==> config.mk <==
export PLATFORM = sky130hd
export DESIGN_NAME = uart_rx_deser_cfg_flat
export DESIGN_NICKNAME = d
export VERILOG_FILES = /design/src/rtl/uart_rx_deser_cfg_if.sv /design/src/rtl/uart_rx_deser_cfg.sv /design/src/flat_wrapper.sv
export SDC_FILE = /design/constraint.sdc
export NUM_CORES = 1
export LEC_CHECK = 0
export CAP_MARGIN = 40
export CORE_UTILIZATION = 39
export DETAILED_ROUTE_END_ITERATION = 7
export PLACE_DENSITY = 0.7
export SYNTH_ARGS = -nofsm -noshare
export SYNTH_HDL_FRONTEND = slang
export SYNTH_SLANG_ARGS = --single-unit
==> constraint.sdc <==
create_clock -name clk -period 5.95 [get_ports clk]
set_input_delay 0.8925 -clock clk [delete_from_list [all_inputs] [get_ports clk]]
set_output_delay 0.8925 -clock clk [all_outputs]
set_load 0.01 [all_outputs]
==> src/rtl/uart_rx_deser_cfg_if.sv <==
// Bundle between the RX sampler/FSM side (master) and the configurable deserializer (slave).
// Carries per-frame configuration, sampled bits and the published word.
interface uart_rx_deser_cfg_if #(
   parameter int Data_Width     = 8,
   parameter int Prescale_Width = 6,
   parameter int Len_Width      = 4
);
   logic                      Sampled_Bit;
   logic                      Deser_En;
   logic [Prescale_Width-1:0] Prescale;
   logic [Prescale_Width-1:0] Edge_Cnt;
   logic [Len_Width-1:0]      Data_Len;
   logic                      Msb_First;
   logic                      Par_Type;
   logic [Data_Width-1:0]     P_Data;
   logic                      Data_Valid;
   logic                      Par_Bit;
   logic [Len_Width-1:0]      Bit_Cnt;
   logic                      Abort;

   modport master (
      output Sampled_Bit, Deser_En, Prescale, Edge_Cnt, Data_Len, Msb_First, Par_Type,
      input  P_Data, Data_Valid, Par_Bit, Bit_Cnt, Abort
   );

   modport slave (
      input  Sampled_Bit, Deser_En, Prescale, Edge_Cnt, Data_Len, Msb_First, Par_Type,
      output P_Data, Data_Valid, Par_Bit, Bit_Cnt, Abort
   );
endinterface

==> src/rtl/uart_rx_deser_cfg.sv <==
// Configurable UART RX deserializer: captures bits at the mid-bit sample point and
// publishes a right-justified word plus expected parity when a frame completes.
module uart_rx_deser_cfg #(
   parameter int Data_Width     = 8,
   parameter int Prescale_Width = 6,
   parameter int Len_Width      = 4,
   parameter int Sample_Offset  = 3
) (
   input logic                clk,
   input logic                rst,
   uart_rx_deser_cfg_if.slave bus
);
   localparam int W = Data_Width;
   localparam logic [Len_Width-1:0] W_L  = Len_Width'(Data_Width);
   localparam logic [W-1:0]         ONES = '1;

   typedef enum logic [1:0] {IDLE, SHIFT, DONE} state_t;

   state_t               state_q, state_d;
   logic [W-1:0]         sr_q, sr_d;
   logic                 acc_q, acc_d;
   logic [Len_Width-1:0] cnt_q, cnt_d;
   logic [Len_Width-1:0] len_q, len_d;
   logic                 msb_q, msb_d;
   logic                 par_type_q, par_type_d;
   logic [W-1:0]         p_data_q, p_data_d;
   logic                 par_bit_q, par_bit_d;
   logic                 valid_q, valid_d;
   logic                 abort_q, abort_d;

   logic [Prescale_Width:0] sample_pt;
   logic                    strobe;
   logic [Len_Width-1:0]    eff_len;
   logic                    from_idle;
   logic                    take;
   logic [Len_Width-1:0]    cfg_len;
   logic                    cfg_msb;
   logic                    cfg_par;
   logic [W-1:0]            sr_base;
   logic                    acc_base;
   logic [Len_Width-1:0]    cnt_base;
   logic [W-1:0]            sr_shift;
   logic                    acc_shift;
   logic                    last;
   logic [W-1:0]            aligned;

   // Sum is one bit wider so a large Prescale cannot wrap onto a small Edge_Cnt.
   assign sample_pt = ({1'b0, bus.Prescale} >> 1) + (Prescale_Width + 1)'(Sample_Offset);
   assign strobe    = ({1'b0, bus.Edge_Cnt} == sample_pt);
   assign eff_len   = ((bus.Data_Len == '0) || (bus.Data_Len > W_L)) ? W_L : bus.Data_Len;

   // A strobe in the starting cycle must see the configuration being latched, not the stale copy.
   assign from_idle = (state_q == IDLE);
   assign take      = strobe && bus.Deser_En && (state_q != DONE);
   assign cfg_len   = from_idle ? eff_len       : len_q;
   assign cfg_msb   = from_idle ? bus.Msb_First : msb_q;
   assign cfg_par   = from_idle ? bus.Par_Type  : par_type_q;
   assign sr_base   = from_idle ? '0            : sr_q;
   assign acc_base  = from_idle ? 1'b0          : acc_q;
   assign cnt_base  = from_idle ? '0            : cnt_q;

   assign sr_shift  = cfg_msb ? {sr_base[W-2:0], bus.Sampled_Bit}
                              : {bus.Sampled_Bit, sr_base[W-1:1]};
   assign acc_shift = acc_base ^ bus.Sampled_Bit;
   assign last      = (cnt_base == cfg_len - 1'b1);
   assign aligned   = cfg_msb ? (sr_shift & ~(ONES << cfg_len))
                              : (sr_shift >> (W_L - cfg_len));

   always_comb begin
      state_d    = state_q;
      sr_d       = sr_q;
      acc_d      = acc_q;
      cnt_d      = cnt_q;
      len_d      = len_q;
      msb_d      = msb_q;
      par_type_d = par_type_q;
      p_data_d   = p_data_q;
      par_bit_d  = par_bit_q;
      valid_d    = 1'b0;
      abort_d    = 1'b0;

      case (state_q)
         IDLE: begin
            cnt_d = '0;
            if (bus.Deser_En) begin
               len_d      = eff_len;
               msb_d      = bus.Msb_First;
               par_type_d = bus.Par_Type;
               sr_d       = '0;
               acc_d      = 1'b0;
               state_d    = SHIFT;
            end
         end
         SHIFT: begin
            if (!bus.Deser_En) begin
               abort_d = 1'b1;
               cnt_d   = '0;
               state_d = IDLE;
            end
         end
         DONE: begin
            if (!bus.Deser_En) begin
               cnt_d   = '0;
               state_d = IDLE;
            end
         end
         default: state_d = IDLE;
      endcase

      if (take) begin
         sr_d  = sr_shift;
         acc_d = acc_shift;
         cnt_d = cnt_base + 1'b1;
         if (last) begin
            p_data_d  = aligned;
            par_bit_d = acc_shift ^ cfg_par;
            valid_d   = 1'b1;
            state_d   = DONE;
         end
      end
   end

   always_ff @(posedge clk or negedge rst) begin
      if (!rst) begin
         state_q    <= IDLE;
         sr_q       <= '0;
         acc_q      <= 1'b0;
         cnt_q      <= '0;
         len_q      <= '0;
         msb_q      <= 1'b0;
         par_type_q <= 1'b0;
         p_data_q   <= '0;
         par_bit_q  <= 1'b0;
         valid_q    <= 1'b0;
         abort_q    <= 1'b0;
      end else begin
         state_q    <= state_d;
         sr_q       <= sr_d;
         acc_q      <= acc_d;
         cnt_q      <= cnt_d;
         len_q      <= len_d;
         msb_q      <= msb_d;
         par_type_q <= par_type_d;
         p_data_q   <= p_data_d;
         par_bit_q  <= par_bit_d;
         valid_q    <= valid_d;
         abort_q    <= abort_d;
      end
   end

   assign bus.P_Data     = p_data_q;
   assign bus.Data_Valid = valid_q;
   assign bus.Par_Bit    = par_bit_q;
   assign bus.Bit_Cnt    = cnt_q;
   assign bus.Abort      = abort_q;
endmodule

==> src/flat_wrapper.sv <==
// flat-port wrapper written by rule: the top's interface ports become plain ports
module uart_rx_deser_cfg_flat 
#(
   parameter int Data_Width     = 8,
   parameter int Prescale_Width = 6,
   parameter int Len_Width      = 4,
   parameter int Sample_Offset  = 3
)
  (clk, rst, bus_Sampled_Bit, bus_Deser_En, bus_Prescale, bus_Edge_Cnt, bus_Data_Len, bus_Msb_First, bus_Par_Type, bus_P_Data, bus_Data_Valid, bus_Par_Bit, bus_Bit_Cnt, bus_Abort);
  uart_rx_deser_cfg_if #(.Data_Width(Data_Width), .Prescale_Width(Prescale_Width), .Len_Width(Len_Width)) bus_i ();
  input logic clk;
  input logic rst;
  input wire logic [$bits(bus_i.Sampled_Bit)-1:0] bus_Sampled_Bit;
  input wire logic [$bits(bus_i.Deser_En)-1:0] bus_Deser_En;
  input wire logic [$bits(bus_i.Prescale)-1:0] bus_Prescale;
  input wire logic [$bits(bus_i.Edge_Cnt)-1:0] bus_Edge_Cnt;
  input wire logic [$bits(bus_i.Data_Len)-1:0] bus_Data_Len;
  input wire logic [$bits(bus_i.Msb_First)-1:0] bus_Msb_First;
  input wire logic [$bits(bus_i.Par_Type)-1:0] bus_Par_Type;
  output wire logic [$bits(bus_i.P_Data)-1:0] bus_P_Data;
  output wire logic [$bits(bus_i.Data_Valid)-1:0] bus_Data_Valid;
  output wire logic [$bits(bus_i.Par_Bit)-1:0] bus_Par_Bit;
  output wire logic [$bits(bus_i.Bit_Cnt)-1:0] bus_Bit_Cnt;
  output wire logic [$bits(bus_i.Abort)-1:0] bus_Abort;
  assign bus_i.Sampled_Bit = bus_Sampled_Bit;
  assign bus_i.Deser_En = bus_Deser_En;
  assign bus_i.Prescale = bus_Prescale;
  assign bus_i.Edge_Cnt = bus_Edge_Cnt;
  assign bus_i.Data_Len = bus_Data_Len;
  assign bus_i.Msb_First = bus_Msb_First;
  assign bus_i.Par_Type = bus_Par_Type;
  assign bus_P_Data = bus_i.P_Data;
  assign bus_Data_Valid = bus_i.Data_Valid;
  assign bus_Par_Bit = bus_i.Par_Bit;
  assign bus_Bit_Cnt = bus_i.Bit_Cnt;
  assign bus_Abort = bus_i.Abort;
  uart_rx_deser_cfg #(.Data_Width(Data_Width), .Prescale_Width(Prescale_Width), .Len_Width(Len_Width), .Sample_Offset(Sample_Offset)) u_core (.clk(clk), .rst(rst), .bus(bus_i));
endmodule
==> flow_metrics.tcl <==
set metrics [dict create \
    wire_per_inst_um 15.9 \
    rsz0062_at_grt "no" \
    clk_path_buf_depth 2 \
    async_reset_ff_frac 1.00 \
    num_vias 2221 \
    ys_warn_count 0 \
    synth.distinct_cells 57 \
    syn-cell-area_um2 2630 \
    end_kind "register" \
    fill_cells 613 \
    finalCritPeriodShare 0.654 \
    syn_area_per_cell_um2 9.52 \
    area_growth_pct 18.1 \
    die-area_um2 7070 \
    start_util 0.409 \
    post_cts_buffers 0 \
    cts_htree_levels 2 \
    core.rowCount 29 \
    grt_antenna_before_repair 0 \
    grt_max_degree 36 \
    cp.required_ps 6110 \
    syn_inst 276 \
    crit_path_start_kind "input port" \
    synth_top_family_by_area "multiplexers" \
    drc 6 \
    p_per_area_nw_per_um2 336 \
    synth_compound_area_frac 0.155 \
    globalplace.congestion 0.900 \
    clock_latency_ps 280 \
    finClkSkew_ps 7.33 \
    cts-root-buf "clkbuf_8" \
    core-area_um2 6420 \
    arrival_ps 4050 \
    power_leakage_uw 0.00139 \
    slowest_delay_ps 610 \
    dp.final_hpwl_um 4500 \
    cts.sinks 32 \
    hp-class "register to register" \
    grt_overflow 0 \
    ir_worst_vdd_mv 0.170 \
    synth_edf_count 0 \
    grt_usage 0.182 \
    portBuffers 35 \
    worstSetupPathType "input port to register" \
    synthFlopType "dfrtp_1" \
    finalHoldViolCount 0 \
    detailed_place.area_um2 3010 \
    die_y_um 84.1 \
    drive_gt1_frac 0.155 \
    syn_nets 308 \
    drtPass1Iterations 6 \
    fmax_mhz 257 \
    crit_chain "clkdlybuf4s50_1, nor2b_2, mux2i_4, ha_1, inv_1, and3_1, a2111oi_0, a2bb2oi_1, o31ai_1, mux2_4" \
    final_common_cell "clkdlybuf4s50_1" \
    drv_slew 0 \
    worstMarginPinSlew_ps 884 \
    viasPerCell 5.83 \
    final_cell_mix "clkdlybuf4s50_1 (35), dfrtp_1 (32), nand2_1 (18)" \
    setup-tns-final_ps 0 \
    drtIter0Drc 189 \
    whs_ps 510 \
    fp.dieW_um 84.1 \
    synthSimpleGateAreaFrac 0.184 \
    crit_slowest_cell "ha_1" \
    synthAdderAreaFrac 0.0476 \
    cap_viol_max_count 0 \
    max_slew_margin 0.411 \
    fin_cells 381 \
    grt_pass1_wl_um 10500 \
    cp_max_fo 13 \
    insertedDiodeCount 0 \
    violations "DRC" \
    cts_resized 0 \
    placed_cells 373 \
    fin_crit_ps 3890 \
    postRouteAntennaNets 0 \
    numCtsBuffers 5 \
    yosysSeqAreaShare 0.305 \
    cts_tree "yes" \
    synth_xor_area_frac 0.0552 \
    finalSetupViolCount 0 \
    stdcell_area_um2 3100 \
    first_global_vias 2135 \
    ctsHoldBuffers 0 \
    drt-total-wl_um 6040 \
    clkSlewWorstSetupHoldPaths_ps 60 \
    boundaryPins 37 \
    synth_mux_area_frac 0.200 \
    power.total_uw 1040 \
    nNetsFinal 335 \
    ys_ff_latch 32 \
    status "complete, but fails checks" \
]
## power by group
part | internal, µW | leakage, µW | switching, µW | total [µW]
clock | 94.3 | 0.0000455 | 78.2 | 173
sequential | 243 | 0.000434 | 65.7 | 309
combinational | 240 | 0.000911 | 323 | 563
total | 577 | 0.00139 | 467 | 1040
## routing by layer
metal,part of all wire,vias up,global-route usage
met5,0,-,0
met4,0.010,0,0.0486
met3,0.043,9,0.0336
met2,0.46,53,0.292
met1,0.49,1094,0.254
li1,-,1065,-
## cells in the mapped netlist, types with 8 or more instances
cell type / n / area [µm²]
nor2_1: 15 / 56.3
mux2i_1: 15 / 150
a31o_2: 8 / 70.1
inv_1: 14 / 52.6
nand2_1: 18 / 67.6
nand3_1: 9 / 45.0
clkbuf_1: 12 / 45.0
o21ai_0: 14 / 70.1
dfrtp_1: 32 / 801
ha_1: 10 / 125
mux2_2: 14 / 158
xnor2_1: 9 / 78.8
## stage by stage
step                utilization  worst slack (ps)
global placement          0.469              1860
CTS                       0.483              2130
global route              0.483              1970
floorplan                     -              2430
detailed placement        0.469              1830
finish                    0.483              2060
## critical path: cells and delay by family
| family | cells | cell delay, ps |
|---|---|---|
| AOI/OAI and AO/OA | 3 | 870 |
| adders and majority gates | 1 | 610 |
| buffers and inverters | 2 | 740 |
| muxes | 2 | 410 |
| and+or+nand+nor | 2 | 530 |
## registers in the layout, indices dropped and copies added (netlist names)
name	cells
u_core.bus.P_Data	8
u_core.bus.Bit_Cnt	4
u_core.state_q	2
u_core.par_type_q	1
u_core.bus.Data_Valid	1
u_core.len_q	4
u_core.msb_q	1
u_core.sr_q	8
u_core.bus.Abort	1
u_core.acc_q	1
u_core.bus.Par_Bit	1
## path summary, 6_finish.rpt
kind / startpoint / to / slack [ps] / cells past startpoint
max: bus_Data_Len[3] / u_core.bus.P_Data[0] / 2060 / 10
min: u_core.bus.P_Data[7] / u_core.bus.P_Data[7] / 510 / 1
max reg2reg: u_core.state_q[0] / u_core.bus.P_Data[0] / 2450 / 10
min reg2reg: u_core.bus.P_Data[7] / u_core.bus.P_Data[7] / 510 / 1
max in group asynchronous: rst / u_core.bus.Bit_Cnt[2] / 4630 / 2
min in group asynchronous: rst / u_core.len_q[3] / 1010 / 2
## kinds of logic after synthesis
group,after synthesis
xor+xnor,15
buf+inv,33
flops,32
compound gates,58
simple gates,87
mux,41
fa+ha+maj,10
## layout make-up
cell class	count	area (µm²)	share of cell area
clock buffers	8	90.1	0.0290
repair buffers	38	373	0.120
well taps	77	96.3	0.0310
flip-flops and latches	32	801	0.258
inverters	15	56.3	0.0181
multi-input cells	211	1690	0.544
No activity file was read; power rests on OpenSTA's default activity.
